[src/rtl/ctrl_pipe_if.sv]
// Control-pipe bus: ID-stage instruction in, stage control bundles out.
interface ctrl_pipe_if #(
    parameter int INST_W  = 32,
    parameter int ALUOP_W = 2,
    parameter int RADDR_W = 5
);
    // Handshake: id_valid qualifies inst. The pipe takes the ID instruction at a rising
    // edge only while stall_ld and stall_ext are both low ("not ready" otherwise), so the
    // producer holds id_valid/inst stable through either stall; flush discards it.
    logic               id_valid;
    logic [INST_W-1:0]  inst;
    logic               stall_ext;
    logic               flush;
    logic               stall_ld;
    logic               id_reg2loc;
    logic               id_illegal;
    logic               ex_alusrc;
    logic [ALUOP_W-1:0] ex_aluop;
    logic               ex_zb;
    logic               ex_ub;
    logic               ex_nzb;
    logic               mem_read;
    logic               mem_write;
    logic               wb_regwrite;
    logic               wb_memtoreg;
    logic [RADDR_W-1:0] wb_rd;

    modport master (
        output id_valid, inst, stall_ext, flush,
        input  stall_ld, id_reg2loc, id_illegal, ex_alusrc, ex_aluop, ex_zb, ex_ub, ex_nzb,
               mem_read, mem_write, wb_regwrite, wb_memtoreg, wb_rd
    );

    modport slave (
        input  id_valid, inst, stall_ext, flush,
        output stall_ld, id_reg2loc, id_illegal, ex_alusrc, ex_aluop, ex_zb, ex_ub, ex_nzb,
               mem_read, mem_write, wb_regwrite, wb_memtoreg, wb_rd
    );
endinterface

[src/rtl/ctrl_pipe.sv]
// LEGv8 pipelined control: ID decode, load-use bubble insertion, and the
// ID/EX, EX/MEM, MEM/WB control registers with flush and external stall.
module ctrl_pipe #(
    parameter int INST_W  = 32,
    parameter int ALUOP_W = 2,
    parameter int RADDR_W = 5,
    parameter bit HAZ_EN  = 1'b1
) (
    input logic        clk,
    input logic        rst_n,
    ctrl_pipe_if.slave bus
);
    localparam logic [ALUOP_W-1:0] ALU_MEM = ALUOP_W'(0);
    localparam logic [ALUOP_W-1:0] ALU_BR  = ALUOP_W'(1);
    localparam logic [ALUOP_W-1:0] ALU_FN  = ALUOP_W'(2);
    localparam logic [ALUOP_W-1:0] ALU_NOP = ALUOP_W'(3);

    typedef struct packed {
        logic               alusrc;
        logic [ALUOP_W-1:0] aluop;
        logic               zb;
        logic               ub;
        logic               nzb;
        logic               memread;
        logic               memwrite;
        logic               regwrite;
        logic               memtoreg;
        logic [RADDR_W-1:0] rd;
    } ex_t;

    typedef struct packed {
        logic               memread;
        logic               memwrite;
        logic               regwrite;
        logic               memtoreg;
        logic [RADDR_W-1:0] rd;
    } mem_t;

    typedef struct packed {
        logic               regwrite;
        logic               memtoreg;
        logic [RADDR_W-1:0] rd;
    } wb_t;

    localparam ex_t EX_BUBBLE = ex_t'({1'b0, ALU_NOP, 7'b0, {RADDR_W{1'b0}}});

    logic [10:0]        opcode;
    logic [RADDR_W-1:0] rn, rm, rt;
    logic               unused_inst;

    assign opcode      = bus.inst[INST_W-1 -: 11];
    assign rt          = bus.inst[0 +: RADDR_W];
    assign rn          = bus.inst[5 +: RADDR_W];
    assign rm          = bus.inst[16 +: RADDR_W];
    assign unused_inst = ^bus.inst[15:10];

    logic is_r, is_i, is_ld, is_st, is_b, is_cbz, is_cbnz, matched;

    always_comb begin
        is_r    = opcode inside {11'b10001011000, 11'b10101011000, 11'b11001011000,
                                 11'b11101011000, 11'b10001010000, 11'b11101010000,
                                 11'b10101010000, 11'b11001010000, 11'b11010011010,
                                 11'b11010011011};
        is_i    = opcode[10:1] inside {10'b1001000100, 10'b1011000100, 10'b1101000100,
                                       10'b1111000100, 10'b1001001000, 10'b1111001000,
                                       10'b1011001000, 10'b1101001000};
        is_ld   = (opcode == 11'b11111000010);
        is_st   = (opcode == 11'b11111000000);
        is_b    = (opcode[10:5] == 6'b000101);
        is_cbz  = (opcode[10:3] == 8'b10110100);
        is_cbnz = (opcode[10:3] == 8'b10110101);
        matched = is_r | is_i | is_ld | is_st | is_b | is_cbz | is_cbnz;
    end

    ex_t  dec;
    logic dec_reg2loc;

    always_comb begin
        dec         = EX_BUBBLE;
        dec_reg2loc = 1'b0;
        if (bus.id_valid && matched) begin
            dec.aluop = ALU_MEM;
            dec.rd    = rt;
            if (is_r) begin
                dec.aluop    = ALU_FN;
                dec.regwrite = 1'b1;
            end else if (is_i) begin
                dec.aluop    = ALU_FN;
                dec.alusrc   = 1'b1;
                dec.regwrite = 1'b1;
            end else if (is_ld) begin
                dec.alusrc   = 1'b1;
                dec.memread  = 1'b1;
                dec.memtoreg = 1'b1;
                dec.regwrite = 1'b1;
            end else if (is_st) begin
                dec_reg2loc  = 1'b1;
                dec.alusrc   = 1'b1;
                dec.memwrite = 1'b1;
            end else if (is_b) begin
                dec.aluop = ALU_BR;
                dec.ub    = 1'b1;
            end else if (is_cbz) begin
                dec_reg2loc = 1'b1;
                dec.aluop   = ALU_BR;
                dec.zb      = 1'b1;
            end else begin
                dec_reg2loc = 1'b1;
                dec.aluop   = ALU_BR;
                dec.nzb     = 1'b1;
            end
        end
    end

    ex_t  ex_q, ex_d;
    mem_t mem_q, mem_d;
    wb_t  wb_q, wb_d;
    logic haz;

    // XZR (all-ones rd) is never a real producer, so a load into it cannot cause a hazard.
    always_comb begin
        haz = ex_q.memread && (ex_q.rd != '1) &&
              ((!is_b && ex_q.rd == rn) ||
               (!dec_reg2loc && is_r && ex_q.rd == rm) ||
               (dec_reg2loc && ex_q.rd == rt));
    end

    assign bus.stall_ld   = HAZ_EN && rst_n && bus.id_valid && haz;
    assign bus.id_reg2loc = dec_reg2loc;
    assign bus.id_illegal = bus.id_valid && !matched;

    always_comb begin
        ex_d  = dec;
        mem_d = {ex_q.memread, ex_q.memwrite, ex_q.regwrite, ex_q.memtoreg, ex_q.rd};
        wb_d  = {mem_q.regwrite, mem_q.memtoreg, mem_q.rd};
        if (bus.flush) begin
            ex_d  = EX_BUBBLE;
            mem_d = '0;
        end else if (bus.stall_ld) begin
            ex_d  = EX_BUBBLE;
        end
    end

    always_ff @(posedge clk or negedge rst_n) begin
        if (!rst_n) begin
            ex_q  <= EX_BUBBLE;
            mem_q <= '0;
            wb_q  <= '0;
        end else if (!bus.stall_ext) begin
            ex_q  <= ex_d;
            mem_q <= mem_d;
            wb_q  <= wb_d;
        end
    end

    assign bus.ex_alusrc   = ex_q.alusrc;
    assign bus.ex_aluop    = ex_q.aluop;
    assign bus.ex_zb       = ex_q.zb;
    assign bus.ex_ub       = ex_q.ub;
    assign bus.ex_nzb      = ex_q.nzb;
    assign bus.mem_read    = mem_q.memread;
    assign bus.mem_write   = mem_q.memwrite;
    assign bus.wb_regwrite = wb_q.regwrite;
    assign bus.wb_memtoreg = wb_q.memtoreg;
    assign bus.wb_rd       = wb_q.rd;
endmodule

[src/flat_wrapper.sv]
// flat-port wrapper written by rule: the top's interface ports become plain ports
module ctrl_pipe_flat 
#(
    parameter int INST_W  = 32,
    parameter int ALUOP_W = 2,
    parameter int RADDR_W = 5,
    parameter bit HAZ_EN  = 1'b1
)
  (clk, rst_n, bus_id_valid, bus_inst, bus_stall_ext, bus_flush, bus_stall_ld, bus_id_reg2loc, bus_id_illegal, bus_ex_alusrc, bus_ex_aluop, bus_ex_zb, bus_ex_ub, bus_ex_nzb, bus_mem_read, bus_mem_write, bus_wb_regwrite, bus_wb_memtoreg, bus_wb_rd);
  ctrl_pipe_if #(.INST_W(INST_W), .ALUOP_W(ALUOP_W), .RADDR_W(RADDR_W)) bus_i ();
  input logic clk;
  input logic rst_n;
  input wire logic [$bits(bus_i.id_valid)-1:0] bus_id_valid;
  input wire logic [$bits(bus_i.inst)-1:0] bus_inst;
  input wire logic [$bits(bus_i.stall_ext)-1:0] bus_stall_ext;
  input wire logic [$bits(bus_i.flush)-1:0] bus_flush;
  output wire logic [$bits(bus_i.stall_ld)-1:0] bus_stall_ld;
  output wire logic [$bits(bus_i.id_reg2loc)-1:0] bus_id_reg2loc;
  output wire logic [$bits(bus_i.id_illegal)-1:0] bus_id_illegal;
  output wire logic [$bits(bus_i.ex_alusrc)-1:0] bus_ex_alusrc;
  output wire logic [$bits(bus_i.ex_aluop)-1:0] bus_ex_aluop;
  output wire logic [$bits(bus_i.ex_zb)-1:0] bus_ex_zb;
  output wire logic [$bits(bus_i.ex_ub)-1:0] bus_ex_ub;
  output wire logic [$bits(bus_i.ex_nzb)-1:0] bus_ex_nzb;
  output wire logic [$bits(bus_i.mem_read)-1:0] bus_mem_read;
  output wire logic [$bits(bus_i.mem_write)-1:0] bus_mem_write;
  output wire logic [$bits(bus_i.wb_regwrite)-1:0] bus_wb_regwrite;
  output wire logic [$bits(bus_i.wb_memtoreg)-1:0] bus_wb_memtoreg;
  output wire logic [$bits(bus_i.wb_rd)-1:0] bus_wb_rd;
  assign bus_i.id_valid = bus_id_valid;
  assign bus_i.inst = bus_inst;
  assign bus_i.stall_ext = bus_stall_ext;
  assign bus_i.flush = bus_flush;
  assign bus_stall_ld = bus_i.stall_ld;
  assign bus_id_reg2loc = bus_i.id_reg2loc;
  assign bus_id_illegal = bus_i.id_illegal;
  assign bus_ex_alusrc = bus_i.ex_alusrc;
  assign bus_ex_aluop = bus_i.ex_aluop;
  assign bus_ex_zb = bus_i.ex_zb;
  assign bus_ex_ub = bus_i.ex_ub;
  assign bus_ex_nzb = bus_i.ex_nzb;
  assign bus_mem_read = bus_i.mem_read;
  assign bus_mem_write = bus_i.mem_write;
  assign bus_wb_regwrite = bus_i.wb_regwrite;
  assign bus_wb_memtoreg = bus_i.wb_memtoreg;
  assign bus_wb_rd = bus_i.wb_rd;
  ctrl_pipe #(.INST_W(INST_W), .ALUOP_W(ALUOP_W), .RADDR_W(RADDR_W), .HAZ_EN(HAZ_EN)) u_core (.clk(clk), .rst_n(rst_n), .bus(bus_i));
endmodule
[config.mk]
export PLATFORM = sky130hd
export DESIGN_NAME = ctrl_pipe_flat
export DESIGN_NICKNAME = d
export VERILOG_FILES = /design/src/rtl/ctrl_pipe_if.sv /design/src/rtl/ctrl_pipe.sv /design/src/flat_wrapper.sv
export SDC_FILE = /design/constraint.sdc
export NUM_CORES = 1
export LEC_CHECK = 0
export ABC_AREA = 1
export BUFFER_PORTS_ARGS = -buffer_cell sky130_fd_sc_hd__clkbuf_2
export CAP_MARGIN = 30
export CORE_ASPECT_RATIO = 1.5
export CORE_MARGIN = 3
export CORE_UTILIZATION = 50
export CTS_CLUSTER_DIAMETER = 40
export CTS_CLUSTER_SIZE = 20
export DETAILED_ROUTE_END_ITERATION = 10
export PLACE_DENSITY = 0.76
export SETUP_SLACK_MARGIN = 0.5
export SLEW_MARGIN = 5
export SYNTH_ARGS = -nofsm -noshare
export SYNTH_HDL_FRONTEND = slang
export SYNTH_SLANG_ARGS = --single-unit
export TNS_END_PERCENT = 1
[constraint.sdc]
create_clock -name clk -period 2.2 [get_ports clk]
set_clock_uncertainty 0.05 [all_clocks]
set_input_delay 0.55 -clock clk [delete_from_list [all_inputs] [get_ports clk]]
set_output_delay 0.55 -clock clk [all_outputs]
set_load 0.03 [all_outputs]
# After elaboration in Yosys (flattened, before gate mapping)
# Cells that the tools add are included.
# op_classes
n_eq_ne,27
n_mux,31
bitwise,6
reduce_logical,17
# ops
cell,count
"equality test 11 bit, second input constant",12
"equality test 10 bit, second input constant",8
two-way mux 15 bit,3
two-way mux 1 bit,20
"equality test 8 bit, second input constant",2
equality test 5 bit,3
two-way mux 5 bit,3
logical AND 1 bit,10
nonzero test 10 bit,1
two-way mux 9 bit,1
nonzero test 8 bit,1
"equality test 6 x 3 -> 1 bit, second input constant",1
bitwise OR 1 bit,6
"inequality test 5 bit, second input constant",1
two-way mux 2 bit,2
two-way mux 4 bit,1
logical NOT 1 bit,3
two-way mux 3 bit,1
logical OR 1 bit,2
# totals
regBits,31
inputBits,37
out_inout_bits,18
elab_cells,99

# Logic depth before layout (Yosys ltp)
# depth
depth_word,19
mapped_depth,14
mapped_depth_nobuf,14

# Least setup slack after synthesis
# Ideal clock, no wire load.
# synth_timing
path_type,input port to output port
from,input port bus_inst[25]
to,output port bus_stall_ld
arrival_ps,1574
required_ps,1600
path_slack_ps,26
stages,11
path_buffers,0
path_cell_list,inv_1 nand2_1 nor2_2 nand2_1 nor2_4 nor2_2 nand4_2 nand4_1 nand2_1 nand2_4 inv_1
# synth_between
elab_chain_len,17
elab_cells_between_ends,44
classes_between,eq/ne: 22; mux: 5; bitwise: 6; reduce/logical: 11
# synth_lines
element,line,text
"start, declared",flat_wrapper.sv:14,input wire logic [$bits(bus_i.inst)-1:0] bus_inst;
equality test 11 bit or equality test 10 bit (tied branches),"ctrl_pipe.sv:60, ctrl_pipe.sv:64",
nonzero test 10 bit or nonzero test 8 bit (tied branches),"ctrl_pipe.sv:60, ctrl_pipe.sv:64",
bitwise OR 1 bit (6 in a row),ctrl_pipe.sv:72,matched = is_r | is_i | is_ld | is_st | is_b | is_cbz | is_cbnz;
logical AND 1 bit,ctrl_pipe.sv:81,if (bus.id_valid && matched) begin
two-way mux 1 bit,ctrl_pipe.sv:81,
logical NOT 1 bit,ctrl_pipe.sv:124,(!dec_reg2loc && is_r && ex_q.rd == rm) ||
logical AND 1 bit (2 in a row),ctrl_pipe.sv:124,
logical OR 1 bit,ctrl_pipe.sv:123,((!is_b && ex_q.rd == rn) ||
logical OR 1 bit *,ctrl_pipe.sv:124,
logical AND 1 bit *,ctrl_pipe.sv:122,haz = ex_q.memread && (ex_q.rd != '1) &&
logical AND 1 bit *,ctrl_pipe.sv:128,assign bus.stall_ld = HAZ_EN && rst_n && bus.id_valid && haz;
"end, declared",flat_wrapper.sv:17,output wire logic [$bits(bus_i.stall_ld)-1:0] bus_stall_ld;
# Every way passes the cells marked *; elsewhere a longest branch is shown, timed or not.

# Worst setup path in the final report
# Same ends and word-level chain as after synthesis.

==> flow_summary.yaml <==
run:
  cap_viol_max_count: 0
placement:
  place_congestion: 0.833
  dp.cells: 320
  postPlaceCellArea_um2: 2130
  port-buffer-count: 48
  dp_hpwl_mm: 3.17
die:
  dieArea_um2: 4050
  die_w_um: 52.9
  initial_utilization_pct: 54.5
  io_pins: 55
  rows: 24
  core_um2: 3030
  die_h_um: 76.4
cts:
  clk_pin_slew_worst_paths_ps: 60
  cts_tree: "done"
  root_buffer: "clkbuf_8"
  ctsLongestPathBuffers: 2
  cts_sinks: 29
  cts_buffers: 5
  clkLatencyLatePin_ps: 270
  htree_levels: 2
routing:
  viasPerCell: 5.18
  wl_mm: 4.49
  vias: 1725
  drc: 0
  drt_iter0_drc: 56
  post_drt_wl_per_cell_um: 13.5
  firstDrtPassIters: 4
  ant_nets: 0
yosys:
  yosysTopAreaCell: "dfrtp_1"
  ys_seq_area_share_pct: 44.1
  synth_nets: 257
  avgSynthCellArea_um2: 7.51
  synth.top_cell.area_share_pct: 40.9
  syn_inst: 220
  synth-seq-cells: 29
  syn_area_um2: 1650
  synth.top_cells.by_area: "dfrtp_1, nand2_1, inv_1"
  synthDistinctLibCells: 27
  ys_warn_count: 0
setup_path:
  reg2reg_to: "u_core.ex_q[7]"
  worstPathArrival_ps: 1810
  r2r_cells: 8
  r2r_setup_slack_ps: 350
  cpMostUsedCell: "nor2_4"
  critPathCaptureType: "output port"
  max_stage_delay_ps: 170
  crit_path_top_delay_cell: "nor2_4"
  worst_setup_path_start_kind: "input port"
  cp_max_fo: 3
  critPathRequiredTime_ps: 1600
  critical_path_class: "input port to output port"
  r2r-start: "u_core.ex_q[0]"
  worstPathCellList: "buf_12, inv_12, nand2_4, nor2_4, nand2_2, nor2_4, nor2_4, nand4_2, nand4_1, nand2_2, nand2_4, clkinvlp_4, buf_8"
sta:
  fin_crit_sh_pct: 109
  maxSlewHeadroom_pct: 74.8
  fmax_mhz: 416
  worst_slack_ps: -206
  min_period_ps: 2410
  maxSlewViolCount: 0
  hold_viol_final: 0
  setup_viol: 3
  rsz0062_at_grt: "yes"
  max_slew.worst_pin.slew_ps: 377
  hold_slack_ps: 274
cells_and_area:
  fill_cells: 217
  stdcell_area_um2: 2390
  mostFrequentLayoutCell: "nand2_1"
  most-common-layout-cells: "nand2_1, clkbuf_2, buf_4"
  area_growth_pct: 44.9
  drive_gt1_share_pct: 43.5
  nets: 330
  insertedDiodeCount: 0
  final_cells: 333
pwr:
  power_frac_comb_pct: 16.1
  p_sw_share_pct: 27.0
  power.density_nw_per_um2: 477
  internal_power_mw: 0.834
  p_seq_share_pct: 47.7
  clkPwrFrac_pct: 36.2
  p_sw_mw: 0.308
  peakVddDrop_uv: 379
  p_leak_nw: 1.22
global_routing:
  grt_max_degree: 30
  overflow: 0
  antenna_found_initial: 0
  grtUsageTotal_pct: 22.4
  grt_pass1_wl_mm: 7.09
  grt_pass1_vias: 1704
outcome:
  violations: "setup timing"
  run_status: "finished with violations"
hold_path:
  hold_class: "input port to async pin"
## worst max-delay path: cells and delay by family
kind                   cells  cell delay, ps
and+or+nand+nor            9             910
buffers and inverters      4             330
## synth_stat cells
master,number
a21oi_1,2
a21oi_2,1
buf_2,2
buf_4,2
clkbuf_1,3
clkbuf_2,2
dfrtp_1,27
dfstp_2,2
inv_1,35
nand2_1,55
nand2_2,5
nand2_4,1
nand3_1,7
nand4_1,6
nand4_2,1
nor2_1,17
nor2_2,4
nor2_4,1
nor3_1,2
nor4_1,4
o2111a_1,1
o21ai_0,15
o21ai_1,9
o22ai_1,4
or2_0,1
xnor2_1,6
xor2_1,5
## sequential cells by signal, indices dropped and copies added, names as in the netlist
signal and flops:
u_core.bus.wb_regwrite 1, u_core.bus.ex_nzb 1, u_core.bus.ex_alusrc 1, u_core.bus.wb_memtoreg 1, u_core.bus.mem_read 1, u_core.bus.ex_aluop 2
u_core.mem_q 6, u_core.bus.mem_write 1, u_core.bus.ex_zb 1, u_core.bus.wb_rd 5, u_core.bus.ex_ub 1, u_core.ex_q 8
## power groups by stage
stage                     registers [mW]  logic, mW  clock network (mW)
after CTS                          0.544      0.168               0.421
after global routing               0.545      0.202               0.443
after floorplan                    0.558     0.0756                   0
after detailed placement           0.554      0.161                   0
final                              0.545      0.184               0.413
after global placement             0.554      0.158                   0
## metrics by stage
| step | setup WS (ps) | utilization (%) | power (mW) | setup TNS, ps |
|---|---|---|---|---|
| floorplan | 76.8 | - | 0.634 | 0 |
| global placement | -226 | 70.4 | 0.712 | -488 |
| detailed placement | -270 | 70.4 | 0.715 | -591 |
| CTS | -164 | 75.1 | 1.13 | -351 |
| global route | -260 | 79.0 | 1.19 | -612 |
| finish | -206 | 79.0 | 1.14 | -402 |
## metal layers
layer,GRT usage [%],wire length [um]
met4,8.44,112
met3,3.91,242
met2,40.5,2480
met5,0,0
met1,24.7,1660
## final cells by class
| class | instances | area [um2] | area share, % |
|---|---|---|---|
| Tap cell | 39 | 48.8 | 2.04 |
| Multi-Input combinational cell | 147 | 861 | 35.9 |
| Inverter | 35 | 170 | 7.11 |
| Clock inverter | 2 | 10.0 | 0.418 |
| Clock buffer | 6 | 72.6 | 3.03 |
| Sequential cell | 29 | 731 | 30.5 |
| Timing Repair Buffer | 75 | 502 | 21.0 |
## logic make-up (layout without fill, tap and decap cells)
kind of cell              after synthesis  in the layout  share of synthesized area, %
xor gates and xnor gates               11             11                          5.83
and+or+nand+nor                       104            104                          28.8
buffers and inverters                  44            118                          10.7
DFF                                    29             29                          44.1
AOI/OAI and AO/OA                      32             32                          10.6
## timing repair
item,4_1_cts,5_1_grt
pin swaps,8,16
endpoints found under the setup margin,17,17
gates resized for setup,15,33
setup buffers,1,4
gates cloned,0,0
hold buffers,0,0
## worst max-delay path by stage
stage	endpoint	from	slack, ps
CTS	bus_stall_ld	bus_inst[24]	-160
finish	bus_stall_ld	bus_inst[25]	-210
detailed placement	bus_stall_ld	bus_inst[25]	-270
global placement	bus_stall_ld	bus_inst[26]	-230
floorplan	bus_stall_ld	bus_inst[25]	80
global route	bus_stall_ld	bus_inst[25]	-260
No activity file was read; power rests on OpenSTA's default activity.
